<file path="src/rtl/catch_round_controller_pkg.sv">
// Shared definitions for the fishing-game round controller: state encoding,
// lane geometry, screen constants and saturating score/timer helpers.
package catch_round_controller_pkg;

   typedef enum logic [2:0] {
      ST_IDLE     = 3'd0,
      ST_PLAY     = 3'd1,
      ST_HOOKED   = 3'd2,
      ST_REEL     = 3'd3,
      ST_SCORE    = 3'd4,
      ST_GAMEOVER = 3'd5
   } state_e;

   localparam logic [9:0] SURFACE_Y_C = 10'd155;
   localparam logic [9:0] V_TOTAL_C   = 10'd514;
   localparam logic [7:0] SCORE_MAX_C = 8'd255;

   // Index 0 is the deepest lane; deeper lanes are wider and easier to hit.
   localparam logic [3:0][9:0] LANE_Y_LO_C = {10'd197, 10'd285, 10'd372, 10'd460};
   localparam logic [3:0][9:0] LANE_Y_HI_C = {10'd203, 10'd295, 10'd388, 10'd480};
   localparam logic [3:0][9:0] LANE_W_C    = {10'd10,  10'd20,  10'd40,  10'd60};

   function automatic logic [7:0] score_add(input logic [7:0] s, input logic [1:0] lane);
      logic [8:0] sum;
      sum = {1'b0, s} + {7'd0, lane} + 9'd1;
      return sum[8] ? SCORE_MAX_C : sum[7:0];
   endfunction

   function automatic logic [7:0] dec_sat(input logic [7:0] v);
      return (v == 8'd0) ? 8'd0 : (v - 8'd1);
   endfunction

endpackage

</file>
<file path="src/rtl/lane_hit_detect.sv">
// Combinational catch test: reports whether the hook tip overlaps the shared
// fish x span within one of the four disjoint depth-lane y bands.
module lane_hit_detect
   import catch_round_controller_pkg::*;
(
   input  logic [9:0] hook_x_i,
   input  logic [9:0] hook_y_i,
   input  logic [9:0] fish_x_i,
   output logic       hit_o,
   output logic [1:0] lane_o
);

   // Bands never overlap, so at most one iteration can set the outputs.
   always_comb begin
      hit_o  = 1'b0;
      lane_o = 2'd0;
      for (int i = 0; i < 4; i++) begin
         if ((hook_x_i >= fish_x_i) &&
             ({1'b0, hook_x_i} <= ({1'b0, fish_x_i} + {1'b0, LANE_W_C[i]})) &&
             (hook_y_i >= LANE_Y_LO_C[i]) && (hook_y_i <= LANE_Y_HI_C[i]) &&
             (hook_y_i < V_TOTAL_C)) begin
            hit_o  = 1'b1;
            lane_o = 2'(i);
         end else begin
            hit_o  = hit_o;
            lane_o = lane_o;
         end
      end
   end

endmodule

</file>
<file path="src/rtl/catch_round_controller.sv">
// Sequences one timed round: catch detection, hook lock, reeling, scoring and
// fish respawn. Define HIGH_SCORE_EN to add a persistent high_score output.
module catch_round_controller
   import catch_round_controller_pkg::*;
#(
   parameter int unsigned ROUND_TICKS = 240,
   parameter int unsigned HOOK_TICKS  = 8,
   parameter logic [9:0]  SURFACE_Y   = SURFACE_Y_C
)(
   input  logic       clk,
   input  logic       rst,
   input  logic       tick,
   input  logic       start,
   input  logic [9:0] hook_x,
   input  logic [9:0] hook_y,
   input  logic [9:0] fish_x,
   output logic [2:0] state,
   output logic [7:0] score,
   output logic [7:0] time_left,
   output logic       hook_lock,
   output logic       reel_up,
   output logic       fish_respawn,
   output logic [1:0] caught_lane
`ifdef HIGH_SCORE_EN
   ,
   output logic [7:0] high_score
`endif
);

   state_e     state_q, state_d;
   logic [7:0] score_q, score_d;
   logic [7:0] time_q, time_d;
   logic [7:0] hcnt_q, hcnt_d;
   logic [1:0] lane_q, lane_d;
   logic       lock_q, lock_d;
   logic       reel_q, reel_d;
   logic       resp_q, resp_d;
   logic       start_q;
   logic       hit_s;
   logic [1:0] hit_lane_s;
   logic       start_edge_s;
   logic [7:0] new_score_s;
`ifdef HIGH_SCORE_EN
   logic [7:0] hs_q, hs_d;
`endif

   lane_hit_detect u_hit (
      .hook_x_i (hook_x),
      .hook_y_i (hook_y),
      .fish_x_i (fish_x),
      .hit_o    (hit_s),
      .lane_o   (hit_lane_s)
   );

   assign start_edge_s = start & ~start_q;
   assign new_score_s  = score_add(score_q, lane_q);

   // Next-state and registered-output logic for the round sequencer.
   always_comb begin
      state_d = state_q;
      score_d = score_q;
      time_d  = time_q;
      hcnt_d  = hcnt_q;
      lane_d  = lane_q;
      reel_d  = 1'b0;
      resp_d  = 1'b0;
`ifdef HIGH_SCORE_EN
      hs_d    = hs_q;
`endif
      case (state_q)
         ST_IDLE: begin
            if (start_edge_s) begin
               state_d = ST_PLAY;
               score_d = 8'd0;
               time_d  = 8'(ROUND_TICKS);
            end else begin
               state_d = ST_IDLE;
            end
         end
         ST_PLAY: begin
            // Expiry is checked first so a last-tick catch never scores.
            if (tick && (time_q == 8'd1)) begin
               time_d  = 8'd0;
               state_d = ST_GAMEOVER;
            end else if (tick) begin
               time_d = dec_sat(time_q);
               if (hit_s) begin
                  state_d = ST_HOOKED;
                  lane_d  = hit_lane_s;
                  hcnt_d  = 8'(HOOK_TICKS);
               end else begin
                  state_d = ST_PLAY;
               end
            end else begin
               state_d = ST_PLAY;
            end
         end
         ST_HOOKED: begin
            if (tick) begin
               time_d = dec_sat(time_q);
               hcnt_d = dec_sat(hcnt_q);
               state_d = (hcnt_q <= 8'd1) ? ST_REEL : ST_HOOKED;
            end else begin
               state_d = ST_HOOKED;
            end
         end
         ST_REEL: begin
            if (tick && (hook_y > SURFACE_Y)) begin
               time_d = dec_sat(time_q);
               reel_d = 1'b1;
            end else if (tick) begin
               time_d  = dec_sat(time_q);
               state_d = ST_SCORE;
               score_d = new_score_s;
               resp_d  = 1'b1;
`ifdef HIGH_SCORE_EN
               hs_d    = (new_score_s > hs_q) ? new_score_s : hs_q;
`endif
            end else begin
               state_d = ST_REEL;
            end
         end
         ST_SCORE: begin
            state_d = (time_q == 8'd0) ? ST_GAMEOVER : ST_PLAY;
         end
         ST_GAMEOVER: begin
            state_d = start_edge_s ? ST_IDLE : ST_GAMEOVER;
         end
         default: begin
            state_d = ST_IDLE;
         end
      endcase
      lock_d = (state_d == ST_HOOKED) || (state_d == ST_REEL);
   end

   // State and output registers with synchronous reset.
   always_ff @(posedge clk) begin
      if (rst) begin
         state_q <= ST_IDLE;
         score_q <= 8'd0;
         time_q  <= 8'd0;
         hcnt_q  <= 8'd0;
         lane_q  <= 2'd0;
         lock_q  <= 1'b0;
         reel_q  <= 1'b0;
         resp_q  <= 1'b0;
         start_q <= 1'b0;
`ifdef HIGH_SCORE_EN
         hs_q    <= 8'd0;
`endif
      end else begin
         state_q <= state_d;
         score_q <= score_d;
         time_q  <= time_d;
         hcnt_q  <= hcnt_d;
         lane_q  <= lane_d;
         lock_q  <= lock_d;
         reel_q  <= reel_d;
         resp_q  <= resp_d;
         start_q <= start;
`ifdef HIGH_SCORE_EN
         hs_q    <= hs_d;
`endif
      end
   end

   assign state        = state_q;
   assign score        = score_q;
   assign time_left    = time_q;
   assign hook_lock    = lock_q;
   assign reel_up      = reel_q;
   assign fish_respawn = resp_q;
   assign caught_lane  = lane_q;
`ifdef HIGH_SCORE_EN
   assign high_score   = hs_q;
`endif

endmodule

</file>
<file path="config.mk">
export PLATFORM = sky130hd
export DESIGN_NAME = catch_round_controller
export DESIGN_NICKNAME = d
export VERILOG_FILES = /design/src/rtl/catch_round_controller_pkg.sv /design/src/rtl/lane_hit_detect.sv /design/src/rtl/catch_round_controller.sv
export SDC_FILE = /design/constraint.sdc
export NUM_CORES = 1
export LEC_CHECK = 0
export CAP_MARGIN = 20
export CORE_MARGIN = 5
export CORE_UTILIZATION = 55
export CTS_CLUSTER_SIZE = 14
export DETAILED_ROUTE_END_ITERATION = 8
export PLACE_DENSITY = 0.93
export SYNTH_ARGS = -nofsm -noshare
export SYNTH_HDL_FRONTEND = slang
export SYNTH_HIERARCHICAL = 1
export SYNTH_SLANG_ARGS = --single-unit
</file>
<file path="constraint.sdc">
create_clock -name clk -period 4.6 [get_ports clk]
set_input_delay 0.69 -clock clk [delete_from_list [all_inputs] [get_ports clk]]
set_output_delay 0.69 -clock clk [all_outputs]
set_load 0.05 [all_outputs]
</file>
---- Word level (Yosys, flattened, before mapping) ----
Cells that the tools add are included.
word-level totals
  register bits ........................... 33
  output and inout bits ................... 24
cells by class
  reduce and logical (&&, ||, !) cells .... 31
  mux-type cells .......................... 37
  equal/unequal tests ..................... 15
  bitwise logic cells ..................... 4
  $lt $le $gt $ge ......................... 16
  add/subtract/negate cells ............... 8
operators by type and width
  kind                     number
  $mux W8                  14
  $le A10 B11 Y1           4
  $pmux W8 S2              2
  $pmux W8 S4              1
  $ge A10 B9 Y1 const B    3
  $le A10 B9 Y1 const B    3
  $add A10 B6 Y11 const B  2
  $logic_and A1 B1 Y1      18
  $mux W3                  6
  $pmux W3 S6              1
  $logic_not A8 Y1         2
  $sub A8 B1 Y8 const B    2
  $ne A2 B2 Y1 const B     7
  $eq A3 B2 Y1 const B     4
  $add A10 B4 Y11 const B  1
  $add A10 B5 Y11 const B  1
  $ge A10 B10 Y1           1
  $ge A10 B8 Y1 const B    1
  $gt A10 B8 Y1 const B    1
  $le A10 B8 Y1 const B    1
  $lt A10 B10 Y1 const B   1
  $mux W1                  10
  $add A8 B2 Y9            1
  $add A9 B1 Y9 const B    1
  16 further kinds         23

---- Logic depth before layout (Yosys ltp) ----
  word-level depth ........................ 16
  depth in mapped cells ................... 18

---- Cells and area by module ----
Netlist, hierarchy kept.
by module, submodules not included
  module                  area each (µm²)  sequential area each (µm²)  cells each  instances
  catch_round_controller  1,986.9          660.6                       242         1
  lane_hit_detect         1,695.4          0.0                         220         1

---- Worst setup path after synthesis ----
OpenSTA, ideal clock, no wires.
  path kind ............................... input -> register
  start ................................... input fish_x[3]
  end ..................................... register hcnt_q[1]
  library setup time ...................... 0.071 ns
  stages .................................. 17
  slack ................................... 0.823 ns
  buffers on the path ..................... 1
  arrival ................................. 3.706 ns
  path through ............................ inv_1 ha_1 a21oi_1 nor2_1 xnor2_1 ha_1 and3_4 a221oi_1 nor2_1 o211ai_2 a22oi_2 a31oi_1 o211ai_4 and2_1 buf_4 or3_1 a21oi_1
between the ends
  cells in the longest elaborated chain, start to end .. 12
  elaborated cells between the ends (all ways) .. 31
  classes of those cells .................. add/sub (4); order compare (5); eq/ne (1); mux (4); reduce/logical (17)
ends and longest elaborated chain
  element                               line                           source
  from (decl)                           catch_round_controller.sv:16   input logic [9:0] fish_x,
  $add A10 B6 Y11                       lane_hit_detect.sv:19          ({1'b0, hook_x_i} <= ({1'b0, fish_x_i} + {1'b0, LANE_W_C[i]})) &&
  $le A10 B11 Y1                        lane_hit_detect.sv:19
  $logic_and A1 B1 Y1                   lane_hit_detect.sv:18          if ((hook_x_i >= fish_x_i) &&
  $logic_and A1 B1 Y1                   lane_hit_detect.sv:19
  $logic_and A1 B1 Y1 (2 in a row)      lane_hit_detect.sv:20          (hook_y_i >= LANE_Y_LO_C[i]) && (hook_y_i <= LANE_Y_HI_C[i]) &&
  $mux W1 (3 in a row)                  lane_hit_detect.sv:18
  $mux W1 *                             lane_hit_detect.sv:18
  named net hit_s                       catch_round_controller.sv:39   logic hit_s;
  $ne A2 B2 Y1 (no source line) *       n/a
  $reduce_and A5 Y1 (no source line) *  n/a
  to (signal assigned)                  catch_round_controller.sv:155  hcnt_q <= hcnt_d;
  to (decl)                             catch_round_controller.sv:33   logic [7:0] hcnt_q, hcnt_d;
Mark *: on every way through the listed nets, which the timed path passes. The rest lies on a longest branch.
A chain may end at the register's enable or synchronous reset.

---- Final worst setup path ----
  start ................................... input fish_x[4]
  end ..................................... register hcnt_q[1]
Same word-level chain as after synthesis.

==> run metrics <==
Worst Clk Skew=0.00408 ns; P&R area growth vs syn=19.7%; ys async rst share=0%; unrepaired setup endpoints after global routing=false; hold buffers post-CTS=0; Slew @ Worst Pin=0.778 ns; Ys Warns=6; Peak Freq=232 MHz; CTS buffer count=5; pin count of the biggest net entering global routing=29; Placed Cells=584; gpl congestion=0.921; Max-slew headroom=47.6%; Pwr Total=947 uW; PD cells=215 nW/um^2; total number of vias=3737; Crit. End Element=flop; most common cell after layout, fill and taps aside=ha_1; post-synthesis net count=555; Layout Nets=607; Max Transition Viols Final=0; status=completed; Worst setup SP type=primary input; Total GRT Usage=23.5%; synthesized area=3680 um^2; crit path DAT=4.53 ns; Initial DRC Count=255; detailed-route wire length per cell=17.2 um; # resized after CTS=0; clk sinks=33; Critical Path Fanout Max=9; initial core utilization=57.3%; Remaining DRCs=0; die footprint=8430 um^2; post-synthesis cell type count=75; design area=4410 um^2; grt ovf=0; Placed Instance Area=4290 um^2; Final period util=93.6%; setup tns final=0 ns; latest clock arrival within the worst-skew pair=0.29 ns; die height=91.8 um; die width=91.8 um; critical path required time=4.83 ns; Setup Fix Bufs, Post-CTS=0; RR Startpoint=state[2]; final setup violation count=0; leakage power=0.00176 uW; first-pass GRT wire length=16.8 mm; Top-Level Pins=58; vias in the first global route=3674; Mean Syn Cell Area=7.97 um^2; PortBufs=57; post-synthesis sequential area ratio=17.9%; Yosys reg bits=33; Post-Route WL=10.2 mm; Fin. Hold Viols=0; critical path launch point=fish_x[4]; FP Rows=29; initial antenna violation count=0; CTS tree=done; critical path class=in2reg; HP Class=reg2reg; most frequent cells in the layout=ha_1, clkdlybuf4s50_1, nor2_1; n_diodes=0; worst vdd ir=0.248 mV; Avg Vias per Cell=6.31; max cap viols=0; total core area=6420 um^2; Fillers=485; Post-synth EDFFs=0; antenna viol nets, final=0; non-filler cells, final=592; CTS H-tree depth=2; crit path time final=4.30 ns; DPL Wire Length=7.86 mm; min-delay src=score[3]; clk buf depth=2; worst hold slack=0.517 ns; gate count of the mapped netlist=462; 1st-pass router iterations=5; clock root cell=clkbuf_8; clk slew on worst S/H paths=0.07 ns; ratio of cells with drive above 1 in the final layout=7.38%; Main synth FF type=dfxtp_1
-- registers in the layout (all words and copies together), names as in the netlist --
register and flops:
hook_lock 1, time_left 8, reel_up 1, fish_respawn 1, start_q 1, state 3, caught_lane 2, hcnt_q 8
score 8
-- layer usage --
metal,track usage [%],wire length (um)
met1,28.8,4360
met2,40.9,4900
met3,3.93,667
met4,9.53,278
met5,0,0
-- layout make-up --
class / count / area [um^2] / share of cell area (%)
multi-input cells: 384 / 2820 / 64.0
inverters: 28 / 105 / 2.38
flip-flops and latches: 33 / 661 / 15.0
well taps: 77 / 96.3 / 2.19
clock inverters: 1 / 30.0 / 0.681
repair buffers: 62 / 608 / 13.8
clock buffers: 7 / 86.3 / 1.96
-- cell usage after synthesis (4+ instances only) --
| library cell | number | area [um^2] |
|---|---|---|
| ha_1 | 58 | 726 |
| nor2_1 | 47 | 176 |
| a21oi_1 | 43 | 215 |
| dfxtp_1 | 33 | 661 |
| nand2_1 | 29 | 109 |
| inv_1 | 26 | 97.6 |
| xnor2_1 | 22 | 193 |
| o21ai_0 | 21 | 105 |
| nor3_1 | 17 | 85.1 |
| a31oi_1 | 12 | 75.1 |
| nand4_1 | 10 | 62.6 |
| nand2b_1 | 8 | 50.1 |
| nand3_1 | 7 | 35.0 |
| a211oi_1 | 6 | 45.0 |
| buf_2 | 6 | 30.0 |
| nor2b_1 | 6 | 37.5 |
| nor4_1 | 6 | 37.5 |
| a21o_1 | 5 | 37.5 |
| clkbuf_1 | 5 | 18.8 |
| a221oi_1 | 4 | 35.0 |
| nand4b_1 | 4 | 35.0 |
| or2_2 | 4 | 25.0 |
| xor2_1 | 4 | 35.0 |
-- power breakdown --
group,total (uW),switching [uW],internal [uW]
Sequential,310,15.7,294
Combinational,351,201,150
Clock,287,110,177
-- path summary, 6_finish.rpt --
kind	endpoint	slack, ns	cells past startpoint
worst min register to register	score[3]	0.52	1
worst max register to register	score[7]	2.31	5
worst max-delay path	hcnt_q[1]	0.30	16
worst min-delay path	score[3]	0.52	1
-- per-stage QoR --
step | utilization (%) | worst slack, ns
floorplan | - | 0.823
global placement | 66.8 | 0.245
detailed placement | 66.8 | 0.121
CTS | 68.6 | 0.405
global route | 68.6 | 0.151
finish | 68.6 | 0.296
-- worst max-delay path, stage by stage --
cell and delay, ns:
clkdlybuf4s50_1 0.59, inv_2 0.12, ha_1 0.19, a21oi_1 0.29, nor2_1 0.11, xnor2_1 0.14, ha_1 0.32, a211oi_1 0.29
o21ai_0 0.13, o21ai_1 0.18, a22oi_2 0.10, a31oi_1 0.39, o211ai_4 0.16, and2_1 0.28, or3_1 0.38, a21oi_1 0.14
-- logic make-up after synthesis --
| kind of cell | share of synthesized area [%] |
|---|---|
| AO/OA/AOI/OAI | 25.2 |
| AND/OR/NAND/NOR | 24.2 |
| buffers and inverters | 5.44 |
| multiplexers | 0.816 |
| flip-flops | 17.9 |
| adder cells (fa/ha/maj) | 20.3 |
| XOR/XNOR | 6.18 |
(Power assumes the default switching activity.)
